**src/rtl/nbit_adder_pkg.sv**
```systemverilog
// Shared definitions for the chunked add/subtract unit: FSM state codes,
// saturation limits and the operand/chunk width compatibility check.
package nbit_adder_pkg;

    typedef logic [1:0] state_t;

    localparam state_t IDLE = 2'd0;
    localparam state_t RUN  = 2'd1;
    localparam state_t DONE = 2'd2;

    // Largest positive two's-complement value of an n-bit word (n <= 64).
    function automatic logic [63:0] sat_pos(input int unsigned n);
        return (64'd1 << (n - 1)) - 64'd1;
    endfunction

    // Most negative two's-complement value of an n-bit word (n <= 64).
    function automatic logic [63:0] sat_neg(input int unsigned n);
        return 64'd1 << (n - 1);
    endfunction

    function automatic bit chunk_fits(input int unsigned n, input int unsigned chunk);
        return (chunk != 0) && (n % chunk == 0);
    endfunction

endpackage

```
**src/rtl/nbit_chunked_addsub_chunk_adder.sv**
```systemverilog
// Combinational CHUNK-bit ripple-carry full adder, shared by every RUN cycle
// of the chunked add/subtract unit.
module chunk_adder #(
    parameter int CHUNK = 4
) (
    input  logic [CHUNK-1:0] x,
    input  logic [CHUNK-1:0] y,
    input  logic             cin,
    output logic [CHUNK-1:0] s,
    output logic             cout
);

    always_comb begin
        logic [CHUNK:0] c;
        c    = '0;
        s    = '0;
        c[0] = cin;
        for (int i = 0; i < CHUNK; i++) begin
            s[i]   = x[i] ^ y[i] ^ c[i];
            c[i+1] = (x[i] & y[i]) | (c[i] & (x[i] ^ y[i]));
        end
        cout = c[CHUNK];
    end

endmodule

```
**src/rtl/nbit_chunked_addsub.sv**
```systemverilog
// Multi-cycle N-bit add/subtract/accumulate unit, CHUNK bits per clock with a
// start/busy/done handshake. Define ADDER_SAT_EN to saturate on overflow.
module nbit_chunked_addsub
    import nbit_adder_pkg::*;
#(
    parameter int N     = 16,
    parameter int CHUNK = 4
) (
    input  logic         clk,
    input  logic         rst,
    input  logic         start,
    input  logic         sub,
    input  logic         acc_en,
    input  logic [N-1:0] a,
    input  logic [N-1:0] b,
    input  logic         c_in,
    output logic [N-1:0] out,
    output logic         c_out,
    output logic         ovf,
    output logic         busy,
    output logic         done
);

    localparam int K     = N / CHUNK;
    localparam int IDX_W = (K > 1) ? $clog2(K) : 1;
    localparam logic [IDX_W-1:0] LAST = IDX_W'(K - 1);

    if (!chunk_fits(N, CHUNK)) begin : g_bad_chunk
        $error("nbit_chunked_addsub: N must be a multiple of CHUNK");
    end

    state_t           state;
    logic [IDX_W-1:0] idx;
    logic             carry;
    logic [N-1:0]     op_a;
    logic [N-1:0]     op_b;
    logic [N-1:0]     shadow;
    logic [N-1:0]     sum_next;
    logic [N-1:0]     result_next;
    logic             ovf_next;
    logic [N-1:0]     out_r;
    logic             c_out_r;
    logic             ovf_r;
    logic [CHUNK-1:0] chunk_s;
    logic             chunk_cout;
    logic             accept;

`ifdef ADDER_SAT_EN
    function automatic logic [N-1:0] saturate(input logic [N-1:0] sum,
                                              input logic a_msb,
                                              input logic of);
        if (!of)
            return sum;
        return a_msb ? N'(sat_neg(N)) : N'(sat_pos(N));
    endfunction
`endif

    chunk_adder #(.CHUNK(CHUNK)) u_chunk (
        .x    (op_a[idx*CHUNK +: CHUNK]),
        .y    (op_b[idx*CHUNK +: CHUNK]),
        .cin  (carry),
        .s    (chunk_s),
        .cout (chunk_cout)
    );

    assign accept = start && (state != RUN);

    // The final chunk is merged combinationally so DONE sees the complete sum.
    always_comb begin
        sum_next                      = shadow;
        sum_next[idx*CHUNK +: CHUNK]  = chunk_s;
        ovf_next = (op_a[N-1] == op_b[N-1]) && (sum_next[N-1] != op_a[N-1]);
`ifdef ADDER_SAT_EN
        result_next = saturate(sum_next, op_a[N-1], ovf_next);
`else
        result_next = sum_next;
`endif
    end

    always_ff @(posedge clk) begin
        if (rst) begin
            state   <= IDLE;
            idx     <= '0;
            carry   <= 1'b0;
            out_r   <= '0;
            c_out_r <= 1'b0;
            ovf_r   <= 1'b0;
        end else if (state == RUN) begin
            carry <= chunk_cout;
            if (idx == LAST) begin
                state   <= DONE;
                idx     <= '0;
                out_r   <= result_next;
                c_out_r <= chunk_cout;
                ovf_r   <= ovf_next;
            end else begin
                idx <= idx + 1'b1;
            end
        end else if (accept) begin
            state <= RUN;
            idx   <= '0;
            carry <= sub ? 1'b1 : c_in;
        end else begin
            state <= IDLE;
        end
    end

    // Operand and partial-sum storage: no reset, control gates every use.
    always_ff @(posedge clk) begin
        if (accept) begin
            op_a <= acc_en ? out_r : a;
            op_b <= sub ? ~b : b;
        end
        if (state == RUN)
            shadow <= sum_next;
    end

    assign out   = out_r;
    assign c_out = c_out_r;
    assign ovf   = ovf_r;
    assign busy  = (state == RUN);
    assign done  = (state == DONE);

endmodule

```
**config.mk**
```make
export PLATFORM = sky130hd
export DESIGN_NAME = nbit_chunked_addsub
export DESIGN_NICKNAME = d
export VERILOG_FILES = /design/src/rtl/nbit_adder_pkg.sv /design/src/rtl/nbit_chunked_addsub_chunk_adder.sv /design/src/rtl/nbit_chunked_addsub.sv
export SDC_FILE = /design/constraint.sdc
export NUM_CORES = 1
export LEC_CHECK = 0
export ABC_AREA = 1
export BUFFER_PORTS_ARGS = -buffer_cell sky130_fd_sc_hd__buf_2
export CORE_MARGIN = 4
export CORE_UTILIZATION = 30
export DETAILED_ROUTE_END_ITERATION = 10
export GPL_ROUTABILITY_DRIVEN = 0
export MAX_ROUTING_LAYER = met4
export PLACE_DENSITY_LB_ADDON = 0.3
export SETUP_SLACK_MARGIN = 0.15
export SLEW_MARGIN = 20
export SYNTH_ARGS = -nofsm -noshare
export SYNTH_HDL_FRONTEND = slang
export SYNTH_SLANG_ARGS = --single-unit
export TNS_END_PERCENT = 1
```
**constraint.sdc**
```tcl
create_clock -name clk -period 3.4 [get_ports clk]
set_input_delay 0.51 -clock clk [delete_from_list [all_inputs] [get_ports clk]]
set_output_delay 0.51 -clock clk [all_outputs]
set_load 0.03 [all_outputs]
```
==> results of run 1 <==
-- power by group through the flow --
stage	combinational, mW	clock (mW)	sequential, mW
2_1_floorplan	0.169	0	1.01
3_3_place_gp	0.243	0	1.02
3_5_place_dp	0.246	0	1.02
4_1_cts	0.248	0.608	1.00
5_1_grt	0.278	0.648	1.00
6_report	0.245	0.597	0.999
-- layout by cell type (no fill, tap or decap), drive strengths merged --
cell type	synthesis	final
clkbuf	1	10
nor2	32	32
buf	10	63
o22ai	8	8
or2	1	1
xor2	16	16
inv	37	37
ha	6	6
nand4	2	2
edfxtp	48	48
a32o	4	4
mux2	8	8
o21ai	29	29
clkinv	0	4
a21oi	14	14
clkinvlp	0	2
nand2	69	69
nand3	11	11
fa	4	4
dfxtp	23	23
-- sequential cells by signal (all words and copies together), names as in the netlist --
name and count:
state 2, op_a 16, c_out 1, out 16, carry 1, shadow 16, ovf 1, idx 2
op_b 16
-- final timing paths --
kind / cells after the start / from / to / slack (ps)
setup / recovery: 14 / idx[0] / shadow[11] / 400
hold / removal: 2 / rst / idx[0] / 450
setup reg to reg: 14 / idx[0] / shadow[11] / 400
hold reg to reg: 2 / c_out / c_out / 460
-- critical path, cell delays in order (launching register included) --
cell and delay [ps]:
dfxtp_2 390, buf_4 190, nand2_1 60, a32o_1 260
fa_1 360, inv_1 80, fa_1 150, inv_1 50
fa_1 360, inv_1 80, fa_1 450, inv_1 70
nor2_1 50, nand3_1 70, o21ai_0 120
-- metrics by stage --
step | area [um2] | util
5_1_grt | 3900 | 0.371
3_5_place_dp | 3720 | 0.354
2_1_floorplan | 3290 | -
6_report | 3900 | 0.371
3_3_place_gp | 3720 | 0.354
4_1_cts | 3900 | 0.371
-- cell type report --
class | count | area [um2] | area share
sequential | 71 | 1900 | 0.488
clock buffer | 10 | 138 | 0.0353
timing repair buffer | 63 | 330 | 0.0847
tap | 136 | 170 | 0.0436
inverter | 37 | 139 | 0.0356
clock inverter | 6 | 36.3 | 0.00931
multi-input combinational | 204 | 1180 | 0.303
-- per-layer routing --
metal	vias to the layer above	track usage
met5	-	-
met4	0	0.0569
met3	9	0.0307
met2	42	0.202
met1	1130	0.144
li1	1201	-
-- kinds of logic after synthesis --
logic type / after synthesis
fa+ha+maj: 10
xor+xnor: 16
buf+inv: 48
compound gates: 55
mux: 8
flops: 71
simple gates: 115
-- synthesized netlist by cell type, types with 2 or more instances --
cell type,instances
a21oi_1,14
a32o_1,4
buf_2,7
buf_4,2
dfxtp_1,23
edfxtp_1,48
fa_1,4
ha_1,6
inv_1,34
inv_2,3
mux2_2,8
nand2_1,67
nand3_1,11
nand4_1,2
nor2_1,29
o21ai_0,20
o21ai_1,9
o22ai_1,8
xor2_1,16
==> flow_metrics.py, run 1 <==
metrics = {
    "pwr": {
        "internal-power_mw": 1.36,
        "power.leakage_nw": 1.68,
        "pwr-share-clk": 0.324,
        "p_switching_mw": 0.485,
        "combPwrFrac": 0.133,
        "max-vdd-ir-drop_mv": 0.202,
        "p_sw_frac": 0.264,
        "powerDensity_mw_per_mm2": 472,
        "p_seq_frac": 0.543,
        "p_total_mw": 1.84,
    },
    "floorplanning": {
        "die_y_um": 113,
        "design.die.area_mm2": 0.0127,
        "die_x_um": 113,
        "rows": 37,
        "coreArea_mm2": 0.0105,
        "start_util": 0.313,
        "io_pins": 58,
    },
    "finish": {
        "fillers": 1079,
        "fin_nets": 434,
        "num_antenna_cells": 0,
        "drive_gt1_frac": 0.246,
        "fin_cells": 527,
        "area_growth_pct": 18.7,
    },
    "clock_tree": {
        "ctsResizeCount": 0,
        "cts_made_buffers": 9,
        "ctsHoldBuffers": 0,
        "clockBufferDepth": 2,
        "h-tree-depth": 3,
        "clkTransAtPathRegs_ps": 80,
        "cts_tree": "built",
        "cts_root_buffer": "clkbuf_8",
        "insertion_delay_ps": 350,
        "cts_setup_buffers": 0,
        "cts_sinks": 71,
    },
    "sta": {
        "setup_tns_ps": 0,
        "finalHoldViolCount": 0,
        "setup_ws_ps": 397,
        "holdWs_ps": 453,
        "fin_crit_sh": 0.883,
        "maxSlewHeadroom": 0.508,
        "min_period_ps": 3000,
        "finalSetupViolCount": 0,
        "fin_worst_skew_ps": 16.6,
        "max_freq_ghz": 0.333,
        "tightest_slew_ps": 736,
        "slew_viol_final": 0,
        "rsz0062_at_grt": "false",
    },
    "yosys": {
        "synth_top_family_by_area": "simple AND/OR/NAND/NOR gates",
        "synthXorXnorAreaFrac": 0.0427,
        "synth_top_area_frac": 0.439,
        "ys_ff_latch": 71,
        "syn_nets": 371,
        "async_flop_share": 0,
        "syn_area_per_cell_um2": 10.2,
        "synthSimpleGateAreaFrac": 0.149,
        "synth_edf_count": 48,
        "yosys.area_share.adder": 0.0472,
        "synth.distinct_cells": 27,
        "synthMuxAreaShare": 0.0274,
        "syn-instance-count": 323,
        "syn_area_mm2": 0.00329,
        "synth_warnings": 0,
        "yosys-top-cells-area": "edfxtp_1, dfxtp_1, nand2_1",
        "synth_top_flop_cell": "edfxtp_1",
        "yosys.area.top_type": "edfxtp_1",
        "synth_compound_area_frac": 0.0929,
        "synth-seq-area-share": 0.579,
    },
    "detailed_routing": {
        "dr.pass1.iters": 4,
        "routedWlPerCell_um": 14.1,
        "dr.max_layer_used": "met4",
        "drt-met1-wl_um": 3340,
        "routed-wl-met3_um": 284,
        "drt-total-wl_um": 7420,
        "vias": 2382,
        "wl_met2_um": 3710,
        "postRouteAntennaNets": 0,
        "drtIter0Drc": 72,
        "drc": 0,
        "viasPerCell": 4.52,
    },
    "global_route": {
        "grt_max_degree": 34,
        "grt_use_total": 0.124,
        "globalRouteOverflowTotal": 0,
        "antenna_found_initial": 0,
        "grt_pass1_vias": 2458,
        "grt_pass1_wl_um": 12000,
    },
    "worst_setup_path": {
        "critPathRequiredTime_ps": 3490,
        "crit_fanout": 11,
        "endpoint_kind": "register",
        "arrival_ps": 3090,
        "worstSetupPathType": "reg2reg",
        "critPathLaunchType": "register",
    },
    "placed_design": {
        "dp_cells": 511,
        "dpl.hpwl_um": 5490,
        "port_buffers": 57,
        "dp_worst_setup_slack_ps": 359,
    },
    "min_path": {
        "holdCritPathClass": "in2reg",
    },
    "status": {
        "outcome": "completed",
    },
    "flow_run": {
        "cap_violations": 0,
    },
}
No activity file was read; power rests on OpenSTA's default activity.
==> run 2, diff against run 1 <==
--- a/config.mk
+++ b/config.mk
@@ -8,11 +8,12 @@
 export ABC_AREA = 1
 export BUFFER_PORTS_ARGS = -buffer_cell sky130_fd_sc_hd__buf_2
 export CORE_MARGIN = 4
-export CORE_UTILIZATION = 30
+export CORE_UTILIZATION = 46
 export DETAILED_ROUTE_END_ITERATION = 10
 export GPL_ROUTABILITY_DRIVEN = 0
 export MAX_ROUTING_LAYER = met4
 export PLACE_DENSITY_LB_ADDON = 0.3
+export RECOVER_POWER = 50
 export SETUP_SLACK_MARGIN = 0.15
 export SLEW_MARGIN = 20
 export SYNTH_ARGS = -nofsm -noshare
==> flow_metrics.py, run 2 (synthesis gave the netlist of run 1 again) <==
metrics = {
    "global_route": {
        "grt_max_degree": 25,
        "grt_pass1_wl_um": 11200,
        "globalRouteOverflowTotal": 0,
        "antenna_found_initial": 0,
        "grt_use_total": 0.177,
        "grt_pass1_vias": 2427,
    },
    "pwr": {
        "power.leakage_nw": 1.60,
        "max-vdd-ir-drop_mv": 0.216,
        "powerDensity_mw_per_mm2": 512,
    },
    "clock_tree": {
        "cts_root_buffer": "clkbuf_8",
        "cts_setup_buffers": 0,
        "clockBufferDepth": 2,
        "cts_made_buffers": 9,
        "h-tree-depth": 3,
        "cts_sinks": 71,
        "ctsHoldBuffers": 0,
        "cts_tree": "built",
        "clkTransAtPathRegs_ps": 70,
        "insertion_delay_ps": 350,
    },
    "detailed_routing": {
        "viasPerCell": 4.99,
        "drt-total-wl_um": 6850,
        "vias": 2426,
        "drtIter0Drc": 183,
        "postRouteAntennaNets": 0,
        "dr.pass1.iters": 4,
        "routedWlPerCell_um": 14.1,
        "drc": 0,
    },
    "finish": {
        "fin_nets": 433,
        "final_cell_mix": "nand2_1, edfxtp_1, buf_2, inv_1, nor2_1",
        "area_growth_pct": 17.4,
        "fillers": 624,
        "drive_gt1_frac": 0.190,
        "num_antenna_cells": 0,
        "final_util": 0.561,
        "final_common_cell": "nand2_1",
    },
    "sta": {
        "max_freq_ghz": 0.337,
        "finalHoldViolCount": 0,
        "setup_tns_ps": 0,
        "min_period_ps": 2970,
        "fin_worst_skew_ps": 9.52,
        "finalSetupViolCount": 0,
        "tightest_slew_ps": 1240,
        "fin_crit_sh": 0.873,
        "maxSlewHeadroom": 0.167,
        "slew_viol_final": 0,
        "rsz0062_at_grt": "false",
    },
    "worst_setup_path": {
        "worstSetupPathType": "reg2reg",
        "critPathRequiredTime_ps": 3480,
        "endpoint_kind": "register",
        "crit_fanout": 12,
        "arrival_ps": 3040,
        "crit_family": "adder cells",
        "reg2reg_from": "idx[0]",
        "crit_slowest_cell": "fa_1",
        "critPathLaunchType": "register",
        "slowest_delay_ps": 450,
        "crit_path_start": "idx[0]",
        "rrSetupSlack_ps": 430,
        "path_buf_inv": 5,
        "cp_cell_sequence": "inv_2 > nand2_1 > a32o_1 > fa_1 > inv_1 > fa_1 > inv_1 > fa_1 > inv_1 > fa_1 > inv_1 > nor2_1 > nand3_1 > o21ai_0",
    },
    "min_path": {
        "hp-start": "rst",
        "holdCritPathClass": "in2reg",
    },
    "floorplanning": {
        "rows": 30,
        "die_x_um": 92.5,
        "design.die.area_mm2": 0.00856,
        "coreArea_mm2": 0.00687,
        "start_util": 0.478,
        "die_y_um": 92.5,
        "io_pins": 58,
    },
    "placed_design": {
        "port_buffers": 57,
        "dpl.hpwl_um": 5180,
    },
    "status": {
        "outcome": "completed",
    },
    "flow_run": {
        "cap_violations": 0,
    },
}
==> run 2: final timing paths <==
check               end  depth (start not counted)
max          shadow[11]                         14
min              idx[1]                          2
max reg2reg  shadow[11]                         14
min reg2reg       c_out                          2
==> run 2: repair_timing <==
action,in CTS,in global routing
gates resized for setup,0,1
setup endpoints to repair,0,3
hold endpoints to repair,0,0
==> run 2: power breakdown <==
group / leakage (nW) / switching (mW) / internal (mW)
Clock: 0.110 / 0.314 / 0.419
Sequential: 0.649 / 0.0186 / 0.983
Combinational: 0.838 / 0.146 / 0.0930
Total: 1.60 / 0.478 / 1.49
==> run 2: worst register-to-register path: cells and delay by family, from the launching register on <==
| kind | cells | cell delay [ps] |
|---|---|---|
| simple gates | 3 | 190 |
| fa+ha+maj | 4 | 1360 |
| buf+inv | 5 | 440 |
| compound gates | 2 | 340 |
| flops | 1 | 390 |
==> run 2: layout make-up <==
cell class	count	area, um2	area share
Inverter	37	139	0.0360
Timing Repair Buffer	62	297	0.0769
Clock buffer	14	216	0.0561
Multi-Input combinational cell	204	1170	0.302
Sequential cell	71	1900	0.494
Clock inverter	2	15.0	0.00389
Tap cell	96	120	0.0311
==> run 2: through the flow <==
step	hold slack [ps]	instances	setup slack, ps	instance area, um2	power [mW]
after global routing	379	486	176	3860	2.06
final	384	486	433	3860	1.97
after CTS	443	486	363	3900	1.99
after detailed placement	434	470	385	3670	1.26
after floorplan	515	323	395	3290	1.18
after global placement	428	470	440	3670	1.26
==> run 2: layer usage <==
layer  GRT usage  up-vias  wire, um
met5           -        -         0
met4      0.0866        0       198
met3      0.0479       19       413
met2       0.284       84      3320
met1       0.207     1129      2920
li1            -     1194         -
